### src/rtl/alu_serial_seq.sv
// alu_serial_seq: bit-serial add/subtract sequencer for an external 1-bit ALU slice.
//
// Accepts two WIDTH-bit operands and an opcode over a valid/ready handshake.
// It streams the operands LSB-first into the slice, one bit per clock, and
// chains the slice's carry/borrow from bit to bit. It assembles the WIDTH-bit
// result and returns it over a second valid/ready handshake.
//
// Optional feature macro: ALU_SERIAL_ZERO_FLAG_EN. When it is defined, the
// block has a zero_flag output that is valid with out_valid.
//
// Ports
//   clk, rst_n             clock, asynchronous active-low reset
//   in_valid / in_ready    request handshake; op_a, op_b, op_cin, opcode latched on accept
//   out_valid / out_ready  response handshake; result, carry_out (and zero_flag)
//   alu_a, alu_b, alu_cin  per-bit drive to the slice (0 outside SHIFT)
//   alu_opcode             latched opcode to the slice (0 outside SHIFT)
//   alu_result             from the slice: [0] sum/diff bit, [1] carry/borrow

module alu_serial_seq #(
  parameter int unsigned WIDTH = 32
) (
  input  logic             clk,
  input  logic             rst_n,
  input  logic             in_valid,
  output logic             in_ready,
  input  logic [WIDTH-1:0] op_a,
  input  logic [WIDTH-1:0] op_b,
  input  logic             op_cin,
  input  logic [3:0]       opcode,
  output logic             out_valid,
  input  logic             out_ready,
  output logic [WIDTH-1:0] result,
  output logic             carry_out,
`ifdef ALU_SERIAL_ZERO_FLAG_EN
  output logic             zero_flag,
`endif
  output logic             alu_a,
  output logic             alu_b,
  output logic             alu_cin,
  output logic [3:0]       alu_opcode,
  input  logic [1:0]       alu_result
);

  localparam int unsigned CntW = $clog2(WIDTH);
  localparam logic [CntW-1:0] LastBit = CntW'(WIDTH - 1);

  typedef enum logic [1:0] {StIdle, StShift, StDone} state_e;

  state_e state_q, state_d;

  logic [WIDTH-1:0] a_q, a_d;
  logic [WIDTH-1:0] b_q, b_d;
  logic [WIDTH-1:0] res_q, res_d;
  logic [3:0]       op_q, op_d;
  logic             carry_q, carry_d;
  logic             cout_q, cout_d;
  logic [CntW-1:0]  cnt_q, cnt_d;
  logic             in_ready_q, in_ready_d;
  logic             out_valid_q, out_valid_d;
`ifdef ALU_SERIAL_ZERO_FLAG_EN
  logic             nz_q, nz_d;  // OR of result bits shifted in so far
  logic             zf_q, zf_d;
`endif

  logic shifting;
  assign shifting = (state_q == StShift);

  always_comb begin
    state_d = state_q;
    a_d     = a_q;
    b_d     = b_q;
    res_d   = res_q;
    op_d    = op_q;
    carry_d = carry_q;
    cout_d  = cout_q;
    cnt_d   = cnt_q;
`ifdef ALU_SERIAL_ZERO_FLAG_EN
    nz_d    = nz_q;
    zf_d    = zf_q;
`endif

    unique case (state_q)
      StIdle: begin
        if (in_valid && in_ready_q) begin
          state_d = StShift;
          a_d     = op_a;
          b_d     = op_b;
          op_d    = opcode;
          carry_d = op_cin;
          cnt_d   = '0;
`ifdef ALU_SERIAL_ZERO_FLAG_EN
          nz_d    = 1'b0;
          zf_d    = 1'b0;
`endif
        end
      end
      StShift: begin
        // Result fills from the MSB end so bit 0 lands in the LSB after WIDTH shifts.
        res_d   = {alu_result[0], res_q[WIDTH-1:1]};
        carry_d = alu_result[1];
        a_d     = {1'b0, a_q[WIDTH-1:1]};
        b_d     = {1'b0, b_q[WIDTH-1:1]};
`ifdef ALU_SERIAL_ZERO_FLAG_EN
        nz_d    = nz_q | alu_result[0];
`endif
        if (cnt_q == LastBit) begin
          state_d = StDone;
          cout_d  = alu_result[1];
`ifdef ALU_SERIAL_ZERO_FLAG_EN
          zf_d    = ~(nz_q | alu_result[0]);
`endif
        end else begin
          cnt_d = cnt_q + CntW'(1);
        end
      end
      StDone: begin
        if (out_valid_q && out_ready) begin
          state_d = StIdle;
        end
      end
      default: state_d = StIdle;
    endcase

    // Registered handshake flags: in_ready stays low through reset and rises on the
    // first edge spent in IDLE; out_valid rises one edge after DONE is entered.
    in_ready_d  = (state_d == StIdle);
    out_valid_d = (state_q == StDone) && !(out_valid_q && out_ready);
  end

  always_ff @(posedge clk or negedge rst_n) begin
    if (!rst_n) begin
      state_q     <= StIdle;
      a_q         <= '0;
      b_q         <= '0;
      res_q       <= '0;
      op_q        <= '0;
      carry_q     <= 1'b0;
      cout_q      <= 1'b0;
      cnt_q       <= '0;
      in_ready_q  <= 1'b0;
      out_valid_q <= 1'b0;
`ifdef ALU_SERIAL_ZERO_FLAG_EN
      nz_q        <= 1'b0;
      zf_q        <= 1'b0;
`endif
    end else begin
      state_q     <= state_d;
      a_q         <= a_d;
      b_q         <= b_d;
      res_q       <= res_d;
      op_q        <= op_d;
      carry_q     <= carry_d;
      cout_q      <= cout_d;
      cnt_q       <= cnt_d;
      in_ready_q  <= in_ready_d;
      out_valid_q <= out_valid_d;
`ifdef ALU_SERIAL_ZERO_FLAG_EN
      nz_q        <= nz_d;
      zf_q        <= zf_d;
`endif
    end
  end

  assign in_ready   = in_ready_q;
  assign out_valid  = out_valid_q;
  assign result     = res_q;
  assign carry_out  = cout_q;
`ifdef ALU_SERIAL_ZERO_FLAG_EN
  assign zero_flag  = zf_q;
`endif

  // The slice is combinational, so it sees the current bit in the same cycle.
  assign alu_a      = shifting & a_q[0];
  assign alu_b      = shifting & b_q[0];
  assign alu_cin    = shifting & carry_q;
  assign alu_opcode = shifting ? op_q : 4'b0000;

endmodule
### config.mk
export PLATFORM = sky130hd
export DESIGN_NAME = alu_serial_seq
export DESIGN_NICKNAME = d
export VERILOG_FILES = /design/src/rtl/alu_serial_seq.sv
export SDC_FILE = /design/constraint.sdc
export NUM_CORES = 1
export LEC_CHECK = 0
export BUFFER_PORTS_ARGS = -buffer_cell sky130_fd_sc_hd__buf_4
export CAP_MARGIN = 20
export CORE_ASPECT_RATIO = 1.4
export CORE_MARGIN = 2
export CORE_UTILIZATION = 48
export CTS_CLUSTER_SIZE = 24
export DETAILED_ROUTE_END_ITERATION = 8
export PLACE_DENSITY = 0.8
export REMOVE_ABC_BUFFERS = 1
export SYNTH_ARGS = -nofsm -noshare
export SYNTH_HDL_FRONTEND = slang
export SYNTH_SLANG_ARGS = --single-unit
### constraint.sdc
create_clock -name clk -period 4.6 [get_ports clk]
set_input_delay 0.46 -clock clk [delete_from_list [all_inputs] [get_ports clk]]
set_output_delay 0.46 -clock clk [all_outputs]
set_load 0.01 [all_outputs]
Yosys cells after proc, flatten, opt, wreduce, memory -nomap -nowiden
Cells that the tools add are included.
- $add $sub $neg: 1
- bitwise logic cells: 3
- reduce and logical (&&, ||, !) cells: 11
- equality and inequality tests: 5
- multiplexer cells: 14
- operator list (kind ; count):
    32-bit case mux with 2 select lines ; 2
    32-bit 2-to-1 mux ; 2
    5-bit 2-to-1 mux ; 2
    5-bit case mux with 2 select lines ; 1
    2-bit 2-to-1 mux ; 3
    2-bit case mux with 3 select lines ; 1
    2-bit AND reduction ; 3
    5-bit by 1-bit adder with 5-bit output (second input constant) ; 1
    5-bit equality test (second input constant) ; 1
    2-bit logical NOT ; 2
    4-bit 2-to-1 mux ; 1
    2-bit != test (second input constant) ; 2
    1-bit bitwise AND ; 3
    1-bit logical AND ; 3
    3-bit AND reduction ; 1
    2-bit by 1-bit equality test with 1-bit output (second input constant) ; 1
    2-bit equality test (second input constant) ; 1
    1-bit case mux with 2 select lines ; 1
    2-bit nonzero test ; 1
    1-bit logical NOT ; 1
    1-bit 2-to-1 mux ; 1
- output and inout port bits: 42
- register bits after elaboration: 111
- bits of input ports: 75

Logic depth before layout (Yosys ltp)
- word-level depth: 4
- mapped depth: 6
- depth with buffers taken out: 6

Worst setup path after synthesis
OpenSTA, ideal clock, no wires.
- path kind: reg-to-reg
- start: reg cnt_q[0]
- end: reg cnt_q[0]
- data required time: 4.475 ns
- arrival time: 1.601 ns
- path slack: 2.874 ns
- cell stages (with the launch flop): 7
- library setup time: 0.125 ns
- cell sequence: dfrtp_1 -> ha_1 -> and3_1 -> ha_1 -> nor3b_2 -> nor2_1 -> mux2_2
- word-level cells in the longest chain between the ends: 3
- elaborated cells between the ends (all ways): 6
- those cells by class: add/sub: 1; eq/ne: 2; mux: 2; reduce/logical: 1
- ends and longest elaborated chain (item ; line ; source):
    start: declaration ; 57 ; logic [CntW-1:0] cnt_q, cnt_d;
    start signal: assignment ; 154 ; cnt_q <= cnt_d;
    5-bit by 1-bit adder with 5-bit output or 5-bit equality test (tied branches) ; 113, 106 ;
    5-bit 2-to-1 mux or 2-bit != test (tied branches) ; n/a ;
    5-bit case mux with 2 select lines or 3-bit AND reduction (tied branches) ; n/a ;
Several ways; a longest one is shown, not always the timed one. The select of a mux whose other input is x is not followed.
A chain may end at the register's enable or synchronous reset.

Worst setup path after layout
- start: reg state_q[0]
- end: out alu_cin
- word-level cells in the longest chain between the ends: 2
- ends and longest elaborated chain (item ; line ; source):
    start: declaration ; 49 ; state_e state_q, state_d;
    start signal: assignment ; 132 ; state_q <= StIdle;
    start signal: assignment ; 147 ; state_q <= state_d;
    2-bit by 1-bit equality test with 1-bit output ; 66 ; assign shifting = (state_q == StShift);
    1-bit bitwise AND ; 175 ; assign alu_cin = shifting & carry_q;
    end: declaration ; 39 ; output logic alu_cin,
Every way passes these cells.

==> metrics.md <==
| Metric | Value |
|---|---|
| Power consumption | 3.70 mW |
| Ys flop type | dfrtp_1 |
| Max Cap Violations | 0 |
| Port bufs | 116 |
| Min Clock Period, post-route | 2.14 ns |
| Die height | 120 um |
| Vias in the first global route | 3582 |
| FF+latch count, synth | 111 |
| Global-route wire length before repair | 17.2 mm |
| Row count | 42 |
| Maximum vdd ir drop | 0.290 mV |
| Cts hold-fix bufs | 0 |
| Yosys top cell area share | 60.0% |
| Setup crit end kind | output pin |
| Critical path, cell by cell | nor2b_4 > buf_12 > and2_1 > buf_4 |
| Dpl cells | 676 |
| Initial antenna violation count | 0 |
| DP HPWL | 6.52 mm |
| Ys async rst share | 100% |
| Leading area contributor after synthesis | dfrtp_1 |
| Pleak | 2.97 nW |
| Fmax | 0.467 GHz |
| Sequential share of power | 44.4% |
| Worst skew pair latency | 0.33 ns |
| Iter 0 DRT Violations | 299 |
| CTS root buf | clkbuf_16 |
| Cell area after synthesis | 4630 um2 |
| Routed WL per cell | 15.2 um |
| Starting Density | 49.2% |
| Share of cells above drive strength 1 | 24.4% |
| CTS tree | built |
| Post-place setup slack | 2.11 ns |
| Post-Synthesis Cells | 486 |
| Kind of start point of the critical path | flip-flop |
| Total Wirelength | 10.5 mm |
| Setup repair after global routing missed its margin | false |
| Grt ovf | 0 |
| Die area | 10500 um2 |
| Cell internal pwr | 2.38 mW |
| DRC | 0 |
| Largest net degree at the start of global routing | 99 |
| Area Growth Syn to Fin | 25.9% |
| Mapped Avg Cell Area | 9.53 um2 |
| Critical path class | flip-flop to output pin |
| Drt pass-1 iters | 4 |
| Total Routing Usage GR | 20.5% |
| Final setup violation count | 0 |
| Final worst-path cycle share | 46.6% |
| Worst Path Max Fanout | 48 |
| Die Wd | 87.0 um |
| Combinational power share | 36.3% |
| Status | completed |
| Slew @ Worst Pin | 1.05 ns |
| Largest cells by area after synthesis | dfrtp_1, nand2_1, a22oi_1, nand3_1, o22ai_1 |
| Final Hold Viols | 0 |
| Clock sinks | 111 |
| Antenna-violating nets left | 0 |
| Clock transition at the registers of the reported paths | 0.07 ns |
| Yosys Warn Count | 0 |
| Fin cells | 692 |
| Final net count | 656 |
| Worst EP arrival | 1.68 ns |
| CTS Buf Count | 9 |
| Post-synth EDFFs | 0 |
| Crit path max-delay family | flip-flops |
| Htree depth | 3 |
| Post-CTS setup buffer count | 0 |
| Core Util, Final | 62.0% |
| Seq/Total Area, Yosys | 60.0% |
| Bufs on Longest Clock Path | 2 |
| Slew HR | 29.7% |
| Antenna cells | 0 |
| Slew Viols, Final | 0 |
| Critical Path Slowest Stage Cell | dfrtp_1 |
| Post_cts resized | 0 |
| CP required | 4.14 ns |
| GPL Wtd Cong | 0.742 |
| Pwr dens | 634 nW/um2 |
| Vias per cell | 5.45 |
| Final setup TNS | 0 ns |
| Worst Skew | 0.00868 ns |
| Slack of the critical path | 2.46 ns |
| Net Sw Frac | 35.7% |
| Boundary Pins | 117 |
| Synth unique cells | 27 |
| Vias | 3772 |
| Hold Crit Class | input port to asynchronous set/reset pin |
| Switching Power | 1.32 mW |
| Critical path's largest stage delay | 0.50 ns |
| Worst Path Buf+Inv | 2 |
| Core ar. | 9410 um2 |
| Clock power share | 19.3% |
## power by group through the flow
stage          Sequential [mW]  Clock (mW)  Combinational (mW)
2_1_floorplan             1.64           0               0.796
3_3_place_gp              1.63           0                1.28
3_5_place_dp              1.65           0                1.33
4_1_cts                   1.64       0.730                1.33
5_1_grt                   1.70       0.774                1.50
6_report                  1.64       0.712                1.34
## cell usage in the layout, fill, tap and decap left out, types with 2 or more instances in the layout
master / netlist / routed
buf_12: 0 / 2
inv_1: 3 / 3
and2_1: 7 / 7
clkinvlp_4: 0 / 2
ha_1: 2 / 2
nand2_1: 153 / 153
a22oi_1: 39 / 39
clkbuf_16: 0 / 9
o22ai_1: 24 / 24
a22o_1: 2 / 2
dfrtp_1: 111 / 111
nor3_1: 25 / 25
mux2_2: 2 / 2
nor2_1: 25 / 25
buf_4: 2 / 119
nand3_1: 41 / 41
clkbuf_8: 0 / 2
## cell usage after synthesis, types with 2 or more instances
cell type,count
nand2_1,153
dfrtp_1,111
nand3_1,41
a22oi_1,39
buf_2,28
nor2_1,25
nor3_1,25
o22ai_1,24
clkbuf_1,9
and2_1,7
inv_1,3
a22o_1,2
buf_4,2
ha_1,2
mux2_2,2
nand2b_1,2
## metrics by stage
stage,hold WS (ns),instance area (um2)
after floorplan,0.164,4440
after global placement,0.450,5520
after detailed placement,0.458,5520
after CTS,0.279,5790
after global routing,0.320,5830
final,0.243,5830
## cell families after synthesis
kind of cell             synth area share (%)
multiplexers                            0.702
flip-flops                               60.0
adder cells (fa/ha/maj)                 0.540
buffers and inverters                    4.32
AND/OR/NAND/NOR                          24.1
AO/OA/AOI/OAI                            10.4
## flip-flops by register name (all words and copies together), names as in the netlist
register and count:
carry_q 1, op_q 4, result 32, in_ready 1
b_q 32, out_valid 1, a_q 32, cnt_q 5
carry_out 1, state_q 2
## layer usage
layer	global-route usage [%]	part of all wire, %
met5	0	0
met3	3.69	3.8
met1	29.2	42
met4	6.05	0.54
met2	32.4	53
## final timing paths
check,cells past startpoint,from,endpoint,slack [ns]
max in group asynchronous,2,rst_n,carry_out$_DFFE_PN0P_,3.30
max,4,state_q[0]$_DFF_PN0_,alu_cin,2.46
min reg2reg,2,op_q[0]$_DFFE_PN0P_,op_q[0]$_DFFE_PN0P_,0.47
min in group clk,3,alu_result[0],result[31]$_DFFE_PN0P_,0.31
min,1,rst_n,result[19]$_DFFE_PN0P_,0.24
max reg2reg,4,state_q[0]$_DFF_PN0_,cnt_q[0]$_DFFE_PN0P_,2.51
## final cells by class
class / instances / area [um2]
Timing Repair Buffer: 121 / 933
Sequential cell: 111 / 2780
Multi-Input combinational cell: 333 / 1700
Clock buffer: 11 / 253
Clock inverter: 3 / 20.0
Inverter: 3 / 11.3
Fill cell: 776 / 3570
Tap cell: 110 / 138
Note: power is estimated with default switching activity, not from simulation.
